`config.mk`:
```
export PLATFORM = sky130hd
export DESIGN_NAME = window_stream_sequencer
export DESIGN_NICKNAME = d
export VERILOG_FILES = /design/src/rtl/window_stream_sequencer_pkg.sv /design/src/rtl/line_slot_counter.sv /design/src/rtl/window_stream_sequencer.sv
export SDC_FILE = /design/constraint.sdc
export NUM_CORES = 1
export LEC_CHECK = 0
export CAP_MARGIN = 0
export CORE_MARGIN = 3
export CORE_UTILIZATION = 30
export CTS_BUF_LIST = sky130_fd_sc_hd__clkbuf_8
export DETAILED_ROUTE_END_ITERATION = 8
export PLACE_DENSITY = 0.49
export RECOVER_POWER = 50
export SYNTH_ARGS = -nofsm -noshare
export SYNTH_HDL_FRONTEND = slang
export SYNTH_HIERARCHICAL = 1
export SYNTH_SLANG_ARGS = --single-unit
export TNS_END_PERCENT = 10
```
`constraint.sdc`:
```
create_clock -name clock -period 3.3 [get_ports clock]
set_input_delay 0.66 -clock clock [delete_from_list [all_inputs] [get_ports clock]]
set_output_delay 0.66 -clock clock [all_outputs]
set_load 0.05 [all_outputs]
```
`src/rtl/window_stream_sequencer_pkg.sv`:
```
// Shared definitions for the window stream sequencer: state encoding, pixel
// width and the default frame geometry used by the window and the benches.
package window_stream_sequencer_pkg;

   localparam int PIX_W              = 8;
   localparam int DEF_LINE_LEN       = 400;
   localparam int DEF_BLANK_LEN      = 2;
   localparam int DEF_NUM_LINES      = 336;
   localparam int DEF_WINDOW_LATENCY = 1272;

   typedef enum logic [1:0] {
      IDLE  = 2'd0,
      FILL  = 2'd1,
      RUN   = 2'd2,
      FLUSH = 2'd3
   } seq_state_t;

   // Bits needed to hold every value 0..max_count.
   function automatic int cnt_w(input int max_count);
      return (max_count < 1) ? 1 : $clog2(max_count + 1);
   endfunction

endpackage

```
`src/rtl/line_slot_counter.sv`:
```
// Slot position / line counter for one frame: advances on issued slots only,
// wraps the position at end of line and decodes the blanking tail of a line.
module line_slot_counter
   import window_stream_sequencer_pkg::*;
#(
   parameter int LINE_LEN  = DEF_LINE_LEN,
   parameter int BLANK_LEN = DEF_BLANK_LEN,
   parameter int NUM_LINES = DEF_NUM_LINES
) (
   input  logic clock,
   input  logic reset,
   input  logic clear,
   input  logic advance,
   output logic blank,
   output logic last_slot
);

   localparam int POS_W  = cnt_w(LINE_LEN - 1);
   localparam int LINE_W = cnt_w(NUM_LINES);

   logic [POS_W-1:0]  pos;
   logic [LINE_W-1:0] line;
   logic              wrap;

   assign wrap      = (pos == POS_W'(LINE_LEN - 1));
   assign blank     = (pos >= POS_W'(LINE_LEN - BLANK_LEN));
   assign last_slot = wrap && (line == LINE_W'(NUM_LINES - 1));

   // The line count parks at NUM_LINES once the frame is in, so the flush
   // tail keeps the blanking pattern without the line counter wrapping.
   always_ff @(posedge clock or posedge reset) begin
      if (reset) begin
         pos  <= '0;
         line <= '0;
      end else if (clear) begin
         pos  <= '0;
         line <= '0;
      end else if (advance) begin
         pos <= wrap ? '0 : pos + POS_W'(1);
         if (wrap && (line != LINE_W'(NUM_LINES)))
            line <= line + LINE_W'(1);
      end
   end

endmodule

```
`src/rtl/window_stream_sequencer.sv`:
```
// Feeds one frame of pixels into the 5x5 window with per-line blanking, flushes
// the window fill latency with zeros and collects/counts the window outputs.
module window_stream_sequencer
   import window_stream_sequencer_pkg::*;
#(
   parameter int LINE_LEN       = DEF_LINE_LEN,
   parameter int BLANK_LEN      = DEF_BLANK_LEN,
   parameter int NUM_LINES      = DEF_NUM_LINES,
   parameter int WINDOW_LATENCY = DEF_WINDOW_LATENCY
) (
   input  logic             clock,
   input  logic             reset,
   input  logic             start,
   input  logic [PIX_W-1:0] pix_data,
   input  logic             pix_valid,
   output logic             pix_ready,
   output logic [PIX_W-1:0] win_din,
   output logic             win_validin,
   output logic             win_blanking,
   input  logic [PIX_W-1:0] win_dout,
   input  logic             win_validout,
   input  logic             win_blanking_out,
   output logic [PIX_W-1:0] res_data,
   output logic             res_valid,
   output logic             res_blanking,
   output logic             busy,
   output logic             frame_done,
   output logic             early_err
);

   localparam int TOTAL = NUM_LINES * LINE_LEN;
   localparam int LAT_W = cnt_w(WINDOW_LATENCY);
   localparam int OUT_W = cnt_w(TOTAL);

   seq_state_t       state, state_nx;
   logic             blank, last_slot;
   logic             issue, cap, done_now;
   logic [PIX_W-1:0] din_nx;
   logic [LAT_W-1:0] lat_cnt;
   logic [OUT_W-1:0] out_cnt;

   line_slot_counter #(
      .LINE_LEN  (LINE_LEN),
      .BLANK_LEN (BLANK_LEN),
      .NUM_LINES (NUM_LINES)
   ) u_slot (
      .clock     (clock),
      .reset     (reset),
      .clear     (state == IDLE),
      .advance   (issue),
      .blank     (blank),
      .last_slot (last_slot)
   );

   assign busy = (state != IDLE);

   always_ff @(posedge clock or posedge reset) begin
      if (reset) state <= IDLE;
      else       state <= state_nx;
   end

   // A window beat counts only when it answers a slot presented this cycle.
   always_comb begin
      issue     = 1'b0;
      pix_ready = 1'b0;
      din_nx    = '0;
      cap       = 1'b0;
      state_nx  = state;
      if ((state == RUN || state == FLUSH) && !frame_done)
         cap = win_validin & win_validout;
      done_now = cap && (out_cnt == OUT_W'(TOTAL - 1));
      case (state)
         IDLE: begin
            if (start) state_nx = FILL;
         end
         FILL: begin
            pix_ready = ~blank;
            issue     = blank | pix_valid;
            din_nx    = (!blank && pix_valid) ? pix_data : '0;
            if (issue && last_slot)
               state_nx = FLUSH;
            else if (issue && (lat_cnt == LAT_W'(WINDOW_LATENCY - 1)))
               state_nx = RUN;
         end
         RUN: begin
            pix_ready = ~blank;
            issue     = blank | pix_valid;
            din_nx    = (!blank && pix_valid) ? pix_data : '0;
            if (frame_done)
               state_nx = IDLE;
            else if (issue && last_slot)
               state_nx = FLUSH;
         end
         FLUSH: begin
            // Stop feeding as soon as the final beat is in hand.
            issue = ~done_now & ~frame_done;
            if (frame_done) state_nx = IDLE;
         end
         default: state_nx = IDLE;
      endcase
   end

   always_ff @(posedge clock or posedge reset) begin
      if (reset) begin
         win_din      <= '0;
         win_validin  <= 1'b0;
         win_blanking <= 1'b0;
         res_data     <= '0;
         res_valid    <= 1'b0;
         res_blanking <= 1'b0;
         frame_done   <= 1'b0;
         early_err    <= 1'b0;
         lat_cnt      <= '0;
         out_cnt      <= '0;
      end else begin
         win_din      <= din_nx;
         win_validin  <= issue;
         win_blanking <= issue & blank;
         res_valid    <= cap;
         res_data     <= cap ? win_dout : '0;
         res_blanking <= cap & win_blanking_out;
         frame_done   <= done_now;
         early_err    <= early_err | ((state == FILL) & win_validout);
         if (state == IDLE)
            lat_cnt <= '0;
         else if (state == FILL && issue)
            lat_cnt <= lat_cnt + LAT_W'(1);
         if (state == IDLE)
            out_cnt <= '0;
         else if (cap)
            out_cnt <= out_cnt + OUT_W'(1);
      end
   end

endmodule
```
==> results.ini <==
[clocking]
cts_buffer_depth=2
h-tree-depth=3
cts_root_buffer=clkbuf_8
clk_pin_slew_worst_paths_ps=70
postCtsHoldBufs=0
cts_tree=done
ctsResizeCount=0
insertion_delay_ps=350
cts.sink_count=71
cts_made_buffers=9
cts_setup_buffers=0

[placed_design]
placedCellCount=534
globalplace.congestion=0.7394
place.detailed.hpwl_um=5489
port_buffers=45
place_ws_ps=440.8

[yosys]
yosysMostFrequentCell=dfrtp_1
ys_seq_elements=71
syn-cell-area_mm2=0.003661
yosys_warnings=6
ys.flop_type=dfrtp_1
seq_area_frac_synth_pct=48.53
synth_commonest_cells=dfrtp_1 (71), nor2_1 (46), xor2_1 (20)
synth_area_leaders=dfrtp_1 (49%), xor2_1 (4.8%), nor2_1 (4.7%)
mappedNetlistNets=381
netlist.area_leader.share_pct=48.53
yosys.area.top_type=dfrtp_1
post_synth_num_cell_types=58
async_reset_ff_share_pct=100.0
synth_edf_count=0
synthCells=349
avgSynthCellArea_um2=10.49

[worst_hold_path]
hold_class=reg2reg
hold_depth=1
worstHoldStart=early_err
min_to=early_err

[final_layout]
final_layout_size_suffix_gt1_share_pct=11.06
nNetsFinal=434
area_delta_synth_final_pct=23.44
n_antenna_cell=0
postLayoutCoreUtil_pct=38.75
fin_cells=550

[power_and_ir_drop]
vdd_ir_drop_max_v=0.0001642
p_leak_nw=1.992
pwr_density_cell_mw_per_mm2=600.6

[global_route]
grt_usage_pct=12.50
grt_max_degree=54
antenna_found_initial=0
grt-ovfl-total=0
grt_pass1_vias=2671
grt_pass1_wl_um=13190

[routing]
first_pass_iters=4
drc=0
drt_first_iter_violations=139
drt-total-wl_um=7883
post_drt_wl_per_cell_um=14.33
vias_per_cell=4.893
final_antenna_net_count=0
vias=2691

[critical_path]
reg2regPathDepth=11
r2r-start=state[0]
crit_fanout=5
path_class=reg2out
crit_required_ps=2640
rr_endpoint=u_slot/line[7]
startpoint_type=flip-flop
r2r_slack_ps=490
cp.arrival_ps=2390
crit_path_end_kind=output port

[floorplanning]
design.core.area_mm2=0.01166
ios=46
die-area_mm2=0.01357
die_w_um=116.5
die_height_um=116.5
rows=39
initial_core_util_pct=31.39

[outcome]
status=complete, no violations

[sta]
clock.fmax_mhz=327.4
rsz0062_at_grt=false
layout_setup_ws_ps=245.3
finalSetupViolCount=0
setup_tns_ps=0
fin_crit_sh_pct=92.57
final-max-slew-violation-count=0
tightest_slew_ps=1333
slew_headroom_pct=11.12
final_hold_viol_count=0
fin_crit_ps=3055
skew_ps=12.40

[run]
maxCapViolations=0

[metrics by stage]
step	hold slack (ps)	total power, W	cell area (µm²)
finish	474.5	0.002714	4519
global route	503.4	0.002894	4519
CTS	477.7	0.002769	4543
detailed placement	462.8	0.001975	4320
global placement	441.5	0.001974	4320
floorplan	517.0	0.001673	3661
[critical path: stages (launching register included)]
cell and delay [ps]:
dfrtp_1 400, inv_1 60, ha_1 190, o211ai_1 170, a21oi_1 180, nor2b_1 210
clkdlybuf4s50_1 830
[layout by cell type (no fill, tap or decap), types with 3 or more instances in the layout]
master / n
a21oi_1: 11
and2_0: 6
and2_1: 5
and3_1: 19
and4_1: 4
buf_4: 10
clkbuf_8: 10
clkdlybuf4s50_1: 42
dfrtp_1: 71
ha_1: 10
inv_1: 10
mux2_1: 3
mux2i_1: 4
nand2_1: 13
nand2b_1: 5
nand3_1: 12
nand3b_1: 3
nand4_1: 14
nor2_1: 46
nor2b_1: 4
nor3_1: 3
nor4_1: 3
nor4bb_1: 3
o21ai_0: 9
or3_1: 3
or4_1: 3
xnor2_1: 11
xor2_1: 20
[registers in the layout, summed over array words and instances, names as in the netlist]
signal	cells
res_data	8
res_blanking	1
u_slot/line	9
win_blanking	1
res_valid	1
frame_done	1
u_slot/pos	9
win_din	8
out_cnt	18
lat_cnt	11
win_validin	1
state	2
early_err	1
[cells by family after synthesis]
family | share of synthesized area (%)
buffers and inverters | 2.734
flip-flops | 48.53
adder cells (fa/ha/maj) | 3.418
AO/OA/AOI/OAI | 6.870
XOR/XNOR | 7.416
AND/OR/NAND/NOR | 28.61
multiplexers | 2.426
[layer usage]
layer / vias up / global-route usage, % / wire length [µm]
met1: 1296 / 16.63 / 3750
met5: - / 0 / 0
met2: 56 / 19.07 / 3618
met3: 9 / 3.834 / 397
li1: 1330 / - / -
met4: 0 / 4.872 / 117
[power breakdown]
group	internal [W]	switching [W]
registers	0.000949	0.0000573
clock network	0.000444	0.000337
logic	0.000330	0.000597
total	0.00172	0.000992
[layout make-up]
cell class              count  area, µm²
clock buffers              10      137.6
multi-input cells         254       1779
clock inverters             6      85.08
inverters                  10      37.54
fillers                  1154       7143
flip-flops and latches     71       1777
well taps                 143      178.9
repair buffers             56      524.3
[worst max path at each step]
| stage | startpoint | endpoint | slack, ps | depth (start not counted) |
|---|---|---|---|---|
| floorplan | state[0] | u_slot/line[7] | 590 | 11 |
| global placement | win_validout | u_slot/line[7] | 470 | 10 |
| detailed placement | win_validout | u_slot/pos[7] | 440 | 11 |
| CTS | u_slot/pos[0] | pix_ready | 210 | 6 |
| global route | u_slot/pos[0] | pix_ready | 40 | 6 |
| finish | u_slot/pos[0] | pix_ready | 250 | 6 |
Note: power is estimated with default switching activity, not from simulation.
